File: src/rtl/uart_rx_deserializer_pkg.sv
// uart_rx_deserializer_pkg
// Shared definitions for the UART receive path:
//   - receiver state encoding
//   - RX FIFO word layout (data / break / framing error / parity error)
//   - line control register field positions
//   - frame length helper used by the character timeout
package uart_rx_deserializer_pkg;

    localparam int UART_FIFO_WIDTH = 11;

    // RX FIFO word bit positions
    localparam int FW_PE       = 0;
    localparam int FW_FE       = 1;
    localparam int FW_BRK      = 2;
    localparam int FW_DATA_LSB = 3;

    // Line control register fields
    localparam int LCR_WLS_LSB = 0;   // [1:0] word length 5..8
    localparam int LCR_STB     = 2;   // 0: one stop bit, 1: two
    localparam int LCR_PEN     = 3;   // parity enable
    localparam int LCR_EPS     = 4;   // even parity select
    localparam int LCR_SP      = 5;   // stick parity

    typedef enum logic [2:0] {
        ST_IDLE      = 3'd0,
        ST_START     = 3'd1,
        ST_DATA      = 3'd2,
        ST_PARITY    = 3'd3,
        ST_STOP      = 3'd4,
        ST_PUSH      = 3'd5,
        ST_WAIT_IDLE = 3'd6
    } rx_state_e;

    // Bits per character: start + data + parity + stop(s). Range 7..12.
    function automatic logic [3:0] frame_bits(input logic [5:0] lcr);
        return 4'd7 + {2'b00, lcr[LCR_WLS_LSB +: 2]}
                    + {3'b000, lcr[LCR_PEN]}
                    + {3'b000, lcr[LCR_STB]};
    endfunction

endpackage

File: src/rtl/uart_rx_deserializer_if.sv
// uart_rx_deserializer_if
// Push side of the RX FIFO as seen by the receive deserializer.
//   rf_push     one-cycle push strobe            (deserializer -> FIFO)
//   rf_data_in  word to push, valid with rf_push (deserializer -> FIFO)
//   rf_count    current FIFO occupancy           (FIFO -> deserializer)
//   rf_pop      FIFO pop strobe                  (FIFO -> deserializer)
interface uart_rx_deserializer_if;
    import uart_rx_deserializer_pkg::*;

    logic                       rf_push;
    logic [UART_FIFO_WIDTH-1:0] rf_data_in;
    logic [4:0]                 rf_count;
    logic                       rf_pop;

    modport master (
        output rf_push,
        output rf_data_in,
        input  rf_count,
        input  rf_pop
    );

    modport slave (
        input  rf_push,
        input  rf_data_in,
        output rf_count,
        output rf_pop
    );

endinterface

File: src/rtl/uart_rx_sync.sv
// uart_rx_sync
// Synchroniser chain for the asynchronous serial input. Flops reset to 1
// so the line looks idle while in reset.
//   clk    system clock
//   rstnn  asynchronous active-low reset
//   d_i    raw asynchronous input
//   q_o    synchronised output
module uart_rx_sync #(
    parameter int SYNC_STAGES = 2
) (
    input  logic clk,
    input  logic rstnn,
    input  logic d_i,
    output logic q_o
);

    logic [SYNC_STAGES-1:0] sync_q;

    always_ff @(posedge clk or negedge rstnn) begin
        if (!rstnn) begin
            sync_q <= '1;
        end else begin
            sync_q <= {sync_q[SYNC_STAGES-2:0], d_i};
        end
    end

    assign q_o = sync_q[SYNC_STAGES-1];

endmodule

File: src/rtl/uart_rx_deserializer.sv
// uart_rx_deserializer
// UART receive front-end. Oversamples the RX pin on a 16x baud tick, frames
// each character and pushes {data, break, framing_err, parity_err} into the
// RX FIFO. Also runs the character timeout counter.
//   clk         system clock
//   rstnn       asynchronous active-low reset
//   enable      16x baud tick, one clk wide
//   srx_pad_i   raw serial input, idle high
//   lcr         line control (word length, stop bits, parity controls)
//   rf_if       RX FIFO push side (push/data out, count/pop in)
//   rx_busy     receiver is not idle
//   rx_break    break condition on the line
//   rx_timeout  character timeout
//
// state      | meaning
// -----------+--------------------------------------------------------
// IDLE       | line idle, waiting for a falling edge
// START      | confirming the start bit at its centre
// DATA       | sampling data bits at each bit centre
// PARITY     | sampling the parity bit
// STOP       | sampling the first stop bit, building the FIFO word
// PUSH       | rf_push high for one clk (does not wait for enable)
// WAIT_IDLE  | break seen, waiting for the line to return high
module uart_rx_deserializer
    import uart_rx_deserializer_pkg::*;
#(
    parameter int SYNC_STAGES = 2,
    parameter int TOUT_CHARS  = 4
) (
    input  logic                           clk,
    input  logic                           rstnn,
    input  logic                           enable,
    input  logic                           srx_pad_i,
    input  logic [5:0]                     lcr,
    uart_rx_deserializer_if.master         rf_if,
    output logic                           rx_busy,
    output logic                           rx_break,
    output logic                           rx_timeout
);

    logic srx_s;

    uart_rx_sync #(
        .SYNC_STAGES (SYNC_STAGES)
    ) u_sync (
        .clk   (clk),
        .rstnn (rstnn),
        .d_i   (srx_pad_i),
        .q_o   (srx_s)
    );

    rx_state_e                  state_q;
    logic [3:0]                 scnt_q;
    logic [2:0]                 bitcnt_q;
    logic [7:0]                 data_q;
    logic                       par_bit_q;
    logic                       pe_q;
    logic                       rf_push_q;
    logic [UART_FIFO_WIDTH-1:0] rf_data_q;
    logic                       rx_break_q;
    logic [9:0]                 tcnt_q;
    logic [9:0]                 tcnt_d;

    logic [2:0]                 last_bit;
    logic                       par_calc;
    logic                       par_err;
    logic                       line_break;
    logic [UART_FIFO_WIDTH-1:0] word_d;
    logic [9:0]                 tout_thr;

    // Index of the final data bit: word length minus one.
    assign last_bit = 3'd4 + {1'b0, lcr[LCR_WLS_LSB +: 2]};

    // Stick parity compares the sampled bit alone; normal parity folds in
    // the data. Either way the result must equal ~EPS.
    assign par_calc = lcr[LCR_SP] ? srx_s : (^data_q ^ srx_s);
    assign par_err  = (par_calc != ~lcr[LCR_EPS]);

    assign line_break = (data_q == 8'h00)
                      && (!lcr[LCR_PEN] || !par_bit_q)
                      && !srx_s;

    always_comb begin
        word_d = '0;
        if (line_break) begin
            word_d[FW_BRK] = 1'b1;
            word_d[FW_FE]  = 1'b1;
            word_d[FW_PE]  = pe_q;
        end else begin
            word_d[FW_DATA_LSB +: 8] = data_q;
            word_d[FW_FE]            = ~srx_s;
            word_d[FW_PE]            = pe_q;
        end
    end

    always_ff @(posedge clk or negedge rstnn) begin
        if (!rstnn) begin
            state_q    <= ST_IDLE;
            scnt_q     <= '0;
            bitcnt_q   <= '0;
            data_q     <= '0;
            par_bit_q  <= 1'b0;
            pe_q       <= 1'b0;
            rf_push_q  <= 1'b0;
            rf_data_q  <= '0;
            rx_break_q <= 1'b0;
        end else begin
            rf_push_q <= 1'b0;
            case (state_q)
                ST_IDLE: begin
                    if (enable && !srx_s) begin
                        state_q <= ST_START;
                        scnt_q  <= '0;
                    end
                end
                ST_START: begin
                    if (enable) begin
                        if (scnt_q == 4'd7) begin
                            if (srx_s) begin
                                state_q <= ST_IDLE;
                            end else begin
                                state_q   <= ST_DATA;
                                scnt_q    <= '0;
                                bitcnt_q  <= '0;
                                data_q    <= '0;
                                par_bit_q <= 1'b0;
                                pe_q      <= 1'b0;
                            end
                        end else begin
                            scnt_q <= scnt_q + 4'd1;
                        end
                    end
                end
                ST_DATA: begin
                    if (enable) begin
                        scnt_q <= scnt_q + 4'd1;
                        if (scnt_q == 4'd15) begin
                            // Writing bit n at index n is LSB-first shifting
                            // with the result already right-aligned.
                            data_q[bitcnt_q] <= srx_s;
                            bitcnt_q         <= bitcnt_q + 3'd1;
                            // >= keeps the exit reachable if lcr shrinks mid-frame.
                            if (bitcnt_q >= last_bit) begin
                                state_q <= lcr[LCR_PEN] ? ST_PARITY : ST_STOP;
                            end
                        end
                    end
                end
                ST_PARITY: begin
                    if (enable) begin
                        scnt_q <= scnt_q + 4'd1;
                        if (scnt_q == 4'd15) begin
                            par_bit_q <= srx_s;
                            pe_q      <= par_err;
                            state_q   <= ST_STOP;
                        end
                    end
                end
                ST_STOP: begin
                    if (enable) begin
                        scnt_q <= scnt_q + 4'd1;
                        if (scnt_q == 4'd15) begin
                            rf_push_q  <= 1'b1;
                            rf_data_q  <= word_d;
                            rx_break_q <= line_break;
                            state_q    <= ST_PUSH;
                        end
                    end
                end
                ST_PUSH: begin
                    state_q <= rx_break_q ? ST_WAIT_IDLE : ST_IDLE;
                end
                ST_WAIT_IDLE: begin
                    if (enable && srx_s) begin
                        rx_break_q <= 1'b0;
                        state_q    <= ST_IDLE;
                    end
                end
                default: begin
                    state_q <= ST_IDLE;
                end
            endcase
        end
    end

    // Character timeout: TOUT_CHARS character times of 16 ticks per bit.
    assign tout_thr = 10'(TOUT_CHARS * 16) * {6'b000000, frame_bits(lcr)};

    always_comb begin
        tcnt_d = tcnt_q;
        if (rf_push_q || rf_if.rf_pop || (rf_if.rf_count == 5'd0)) begin
            tcnt_d = '0;
        end else if (tcnt_q > tout_thr) begin
            // Threshold dropped after an lcr change.
            tcnt_d = tout_thr;
        end else if (enable && (tcnt_q != tout_thr)) begin
            tcnt_d = tcnt_q + 10'd1;
        end
    end

    always_ff @(posedge clk or negedge rstnn) begin
        if (!rstnn) begin
            tcnt_q <= '0;
        end else begin
            tcnt_q <= tcnt_d;
        end
    end

    assign rf_if.rf_push    = rf_push_q;
    assign rf_if.rf_data_in = rf_data_q;
    assign rx_busy          = (state_q != ST_IDLE);
    assign rx_break         = rx_break_q;
    assign rx_timeout       = (tcnt_q == tout_thr);

endmodule

File: src/flat_wrapper.sv
// flat-port wrapper written by rule: the top's interface ports become plain ports
module uart_rx_deserializer_flat import uart_rx_deserializer_pkg::*;
#(
    parameter int SYNC_STAGES = 2,
    parameter int TOUT_CHARS  = 4
)
  (clk, rstnn, enable, srx_pad_i, lcr, rx_busy, rx_break, rx_timeout, rf_if_rf_push, rf_if_rf_data_in, rf_if_rf_count, rf_if_rf_pop);
  uart_rx_deserializer_if rf_if_i ();
  input  logic clk;
  input  logic rstnn;
  input  logic enable;
  input  logic srx_pad_i;
  input  logic [5:0] lcr;
  output logic rx_busy;
  output logic rx_break;
  output logic rx_timeout;
  output wire logic [$bits(rf_if_i.rf_push)-1:0] rf_if_rf_push;
  output wire logic [$bits(rf_if_i.rf_data_in)-1:0] rf_if_rf_data_in;
  input wire logic [$bits(rf_if_i.rf_count)-1:0] rf_if_rf_count;
  input wire logic [$bits(rf_if_i.rf_pop)-1:0] rf_if_rf_pop;
  assign rf_if_rf_push = rf_if_i.rf_push;
  assign rf_if_rf_data_in = rf_if_i.rf_data_in;
  assign rf_if_i.rf_count = rf_if_rf_count;
  assign rf_if_i.rf_pop = rf_if_rf_pop;
  uart_rx_deserializer #(.SYNC_STAGES(SYNC_STAGES), .TOUT_CHARS(TOUT_CHARS)) u_core (.clk(clk), .rstnn(rstnn), .enable(enable), .srx_pad_i(srx_pad_i), .lcr(lcr), .rf_if(rf_if_i), .rx_busy(rx_busy), .rx_break(rx_break), .rx_timeout(rx_timeout));
endmodule
File: config.mk
export PLATFORM = sky130hd
export DESIGN_NAME = uart_rx_deserializer_flat
export DESIGN_NICKNAME = d
export VERILOG_FILES = /design/src/rtl/uart_rx_deserializer_pkg.sv /design/src/rtl/uart_rx_deserializer_if.sv /design/src/rtl/uart_rx_sync.sv /design/src/rtl/uart_rx_deserializer.sv /design/src/flat_wrapper.sv
export SDC_FILE = /design/constraint.sdc
export NUM_CORES = 1
export LEC_CHECK = 0
export BUFFER_PORTS_ARGS = -buffer_cell sky130_fd_sc_hd__buf_2
export CAP_MARGIN = 20
export CORE_AREA = 2 2 71 73
export CTS_BUF_LIST = sky130_fd_sc_hd__clkbuf_16
export DETAILED_ROUTE_END_ITERATION = 7
export DIE_AREA = 0 0 73 75
export PLACE_DENSITY = 0.85
export SLEW_MARGIN = 5
export SYNTH_ARGS = -nofsm -noshare
export SYNTH_HDL_FRONTEND = slang
export SYNTH_SLANG_ARGS = --single-unit
File: constraint.sdc
create_clock -name clk -period 4.8 [get_ports clk]
set_clock_uncertainty 0.15 [all_clocks]
set_input_delay 0.24 -clock clk [delete_from_list [all_inputs] [get_ports clk]]
set_output_delay 0.24 -clock clk [all_outputs]
set_load 0.005 [all_outputs]
==> metrics.yaml <==
pwr:
  power_leakage_nw: 1.40
  power_density_nw_per_um2: 380
  ir_worst_vdd_mv: 0.314
  power_w: 0.00115
grt:
  grt_pass1_wl_um: 9420
  grt-ovfl-total: 0
  first_global_vias: 2035
  grt_max_degree: 46
  grt_use_total_pct: 22.6
  antenna_found_initial: 0
detailed_routing:
  drc: 0
  antenna_left: 0
  num_vias: 2178
  drtIter0Drc: 161
  wl_met3_um: 268
  vias_per_cell: 5.93
  drt-total-wl_um: 5720
  first_pass_iters: 4
  drt-wirelength-per-cell_um: 15.6
  topRoutingLayerUsed: "met4"
  met1_length_um: 2700
  dr_wl_met2_um: 2640
place:
  gp_congestion: 0.860
  port_buffers: 30
  dpl.hpwl_um: 4000
clock_network:
  cts_tree: "done"
  cts_max_level: 2
  cts_max_path_buffers: 2
  cts_resized: 0
  cts_setup_buffers: 0
  clock_latency_ps: 290
  clk_pin_slew_ps: 70
  numCtsBuffers: 5
  root_buffer: "clkbuf_16"
  clock_sinks: 45
synth:
  yosysTopAreaCell: "dfrtp_1"
  synth_ff_type: "dfrtp_1"
  synthTopCellsByArea: "dfrtp_1 (40%), ha_1 (7.9%), mux2i_1 (4.4%)"
  synth.area.mux_share_pct: 4.44
  netlist_instances: 287
  yosys_warnings: 0
  ys_async_sr_fraction_pct: 100
  synth_simple_gate_area_share_pct: 18.0
  yosys-top-cells-count: "dfrtp_1 (43), nand2_1 (28), inv_1 (23)"
  yosysUniqueCellTypes: 56
  synthXorXnorAreaFrac_pct: 4.54
  syn_nets: 321
  synth_fa_ha_area_share_pct: 8.61
  synth_area_um2: 2700
  synth.most_common_cell: "dfrtp_1"
  syn_area_per_cell_um2: 9.42
  synth-compound-area-share_pct: 16.2
  synth_edf_count: 0
  synth_top_family_by_area: "simple AND/OR/NAND/NOR gates"
  yosysTopAreaCellShare_pct: 39.8
  synth_seq_cells: 45
  synth.yosys.seq_area_share_pct: 41.8
critical_path:
  cpMaxStageDelayCell: "fa_1"
  crit_arrival_ps: 2950
  reg2regPathDepth: 5
  cp_max_fo: 8
  end_kind: "register"
  cp-start-kind: "input port"
  worst_ep_required_time_ps: 4850
  path_buf_inv: 3
  rr_endpoint: "u_core.data_q[2]$_DFFE_PN0P_"
  r2r_start: "u_core.state_q[1]$_DFFE_PN0P_"
  crit_path_frequent_cell: "ha_1"
  rrSetupSlack_ps: 2640
  worstPathCellList: "buf_2, inv_1, ha_1, inv_1, ha_1, fa_1, xor2_1, ha_1, nand4_1, and4bb_1, a21oi_2, or2_2, nor2_1"
  path_delay_family: "adder cells"
  critical_path_class: "in2reg"
  max_stage_delay_ps: 390
floorplan:
  rows: 25
  dieArea_um2: 5480
  io_pins: 31
  die-width_um: 73
  start_util_pct: 58.0
  die_y_um: 75
  design.core.area_um2: 4660
final_layout:
  nets: 346
  antenna_cells: 0
  layout-drive-gt1-share_pct: 15.7
  synthToLayoutAreaGrowth_pct: 12.1
timing:
  fin_setup_tns_ps: 0
  fin_crit_ps: 2890
  hold_viol: 0
  worst_pin_slew_ps: 575
  setup_viol: 0
  rsz0062_at_grt: "false"
  clock.fmax_ghz: 0.346
  drv_slew: 0
  slew_headroom_pct: 61.6
  fin_crit_sh_pct: 60.3
status:
  outcome: "finished, final reports clean"
flow_run:
  drv_cap: 0
worst_hold_path:
  worstHoldPathType: "in2async"
==> power by group <==
| part | internal (W) | total, W | switching, W |
|---|---|---|---|
| Combinational | 0.000135 | 0.000293 | 0.000158 |
| Clock | 0.000196 | 0.000350 | 0.000154 |
| Sequential | 0.000420 | 0.000509 | 0.0000891 |
| Total | 0.000751 | 0.00115 | 0.000401 |
==> through the flow <==
| stage | hold WS (ps) | setup WS, ps | cell area [µm²] | instances | utilization, % |
|---|---|---|---|---|---|
| 6_report | 148 | 1910 | 3030 | 367 | 65.0 |
| 5_1_grt | 176 | 1780 | 3030 | 367 | 65.0 |
| 4_1_cts | 2.43 | 1970 | 3000 | 365 | 64.4 |
| 3_5_place_dp | 198 | 1700 | 2840 | 356 | 60.9 |
| 3_3_place_gp | 195 | 1870 | 2840 | 356 | 60.9 |
| 2_1_floorplan | -206 | 1980 | 2700 | 287 | - |
==> cell usage in the layout, fill, tap and decap left out, drive strengths merged, types with 2 or more instances in the layout <==
cell type	netlist	routed
dfrtp	43	43
buf	8	31
nand2	28	28
inv	25	26
nor2	20	20
ha	17	17
a21oi	13	13
mux2i	12	12
nand3	10	10
o21ai	10	10
a22o	9	9
nor3	8	8
xnor2	8	8
xor2	6	6
o31ai	6	6
o211ai	6	6
clkbuf	7	5
nand4	4	4
a211oi	4	4
nor4	4	4
nand2b	3	3
o22ai	3	3
or3	3	3
nor3b	2	2
and3	2	2
or2	2	2
nand3b	2	2
dlygate4sd3	0	2
dfstp	2	2
and2	2	2
==> metal layers <==
metal	global-route usage (%)	vias to the layer above
met3	4.82	9
met4	8.23	0
li1	-	1069
met2	35.3	60
met5	0	-
met1	31.1	1040
==> logic make-up after synthesis <==
| family | after synthesis |
|---|---|
| buffers and inverters | 40 |
| adders and majority gates | 18 |
| muxes | 12 |
| xor gates and xnor gates | 14 |
| and+or+nand+nor | 96 |
| AOI/OAI and AO/OA | 62 |
| DFF | 45 |
==> registers in the layout (all words and copies together), names as in the netlist <==
register / count
u_core.state_q: 3
u_core.scnt_q: 4
u_core.data_q: 8
u_core.rx_break: 1
u_core.par_bit_q: 1
u_core.rf_if.rf_push: 1
u_core.tcnt_q: 10
u_core.bitcnt_q: 3
u_core.u_sync.sync_q: 2
u_core.rf_if.rf_data_in: 11
u_core.pe_q: 1
==> cell type report <==
type | instances | area [µm²]
fillers | 372 | 1630
multi-input cells | 202 | 1400
flip-flops and latches | 45 | 1130
repair buffers | 33 | 190
clock buffers | 5 | 125
inverters | 25 | 93.8
well taps | 54 | 67.6
clock inverters | 3 | 25.0
==> how the worst max path moves through the flow <==
stage | startpoint | end | slack (ps) | cells after the start
global placement | lcr[3] | u_core.tcnt_q[1]$_DFFE_PN0P_ | 1870 | 13
finish | lcr[3] | u_core.tcnt_q[4]$_DFFE_PN0P_ | 1910 | 13
detailed placement | lcr[3] | u_core.tcnt_q[5]$_DFFE_PN0P_ | 1700 | 13
CTS | lcr[3] | u_core.tcnt_q[5]$_DFFE_PN0P_ | 1970 | 13
floorplan | lcr[3] | u_core.tcnt_q[0]$_DFFE_PN0P_ | 1980 | 13
global route | lcr[3] | u_core.tcnt_q[4]$_DFFE_PN0P_ | 1780 | 13
==> timing repair <==
item                       4_1_cts  5_1_grt
hold buffers                     1        1
setup endpoints to repair        0        0
hold endpoints to repair         1       43
(Power assumes the default switching activity.)
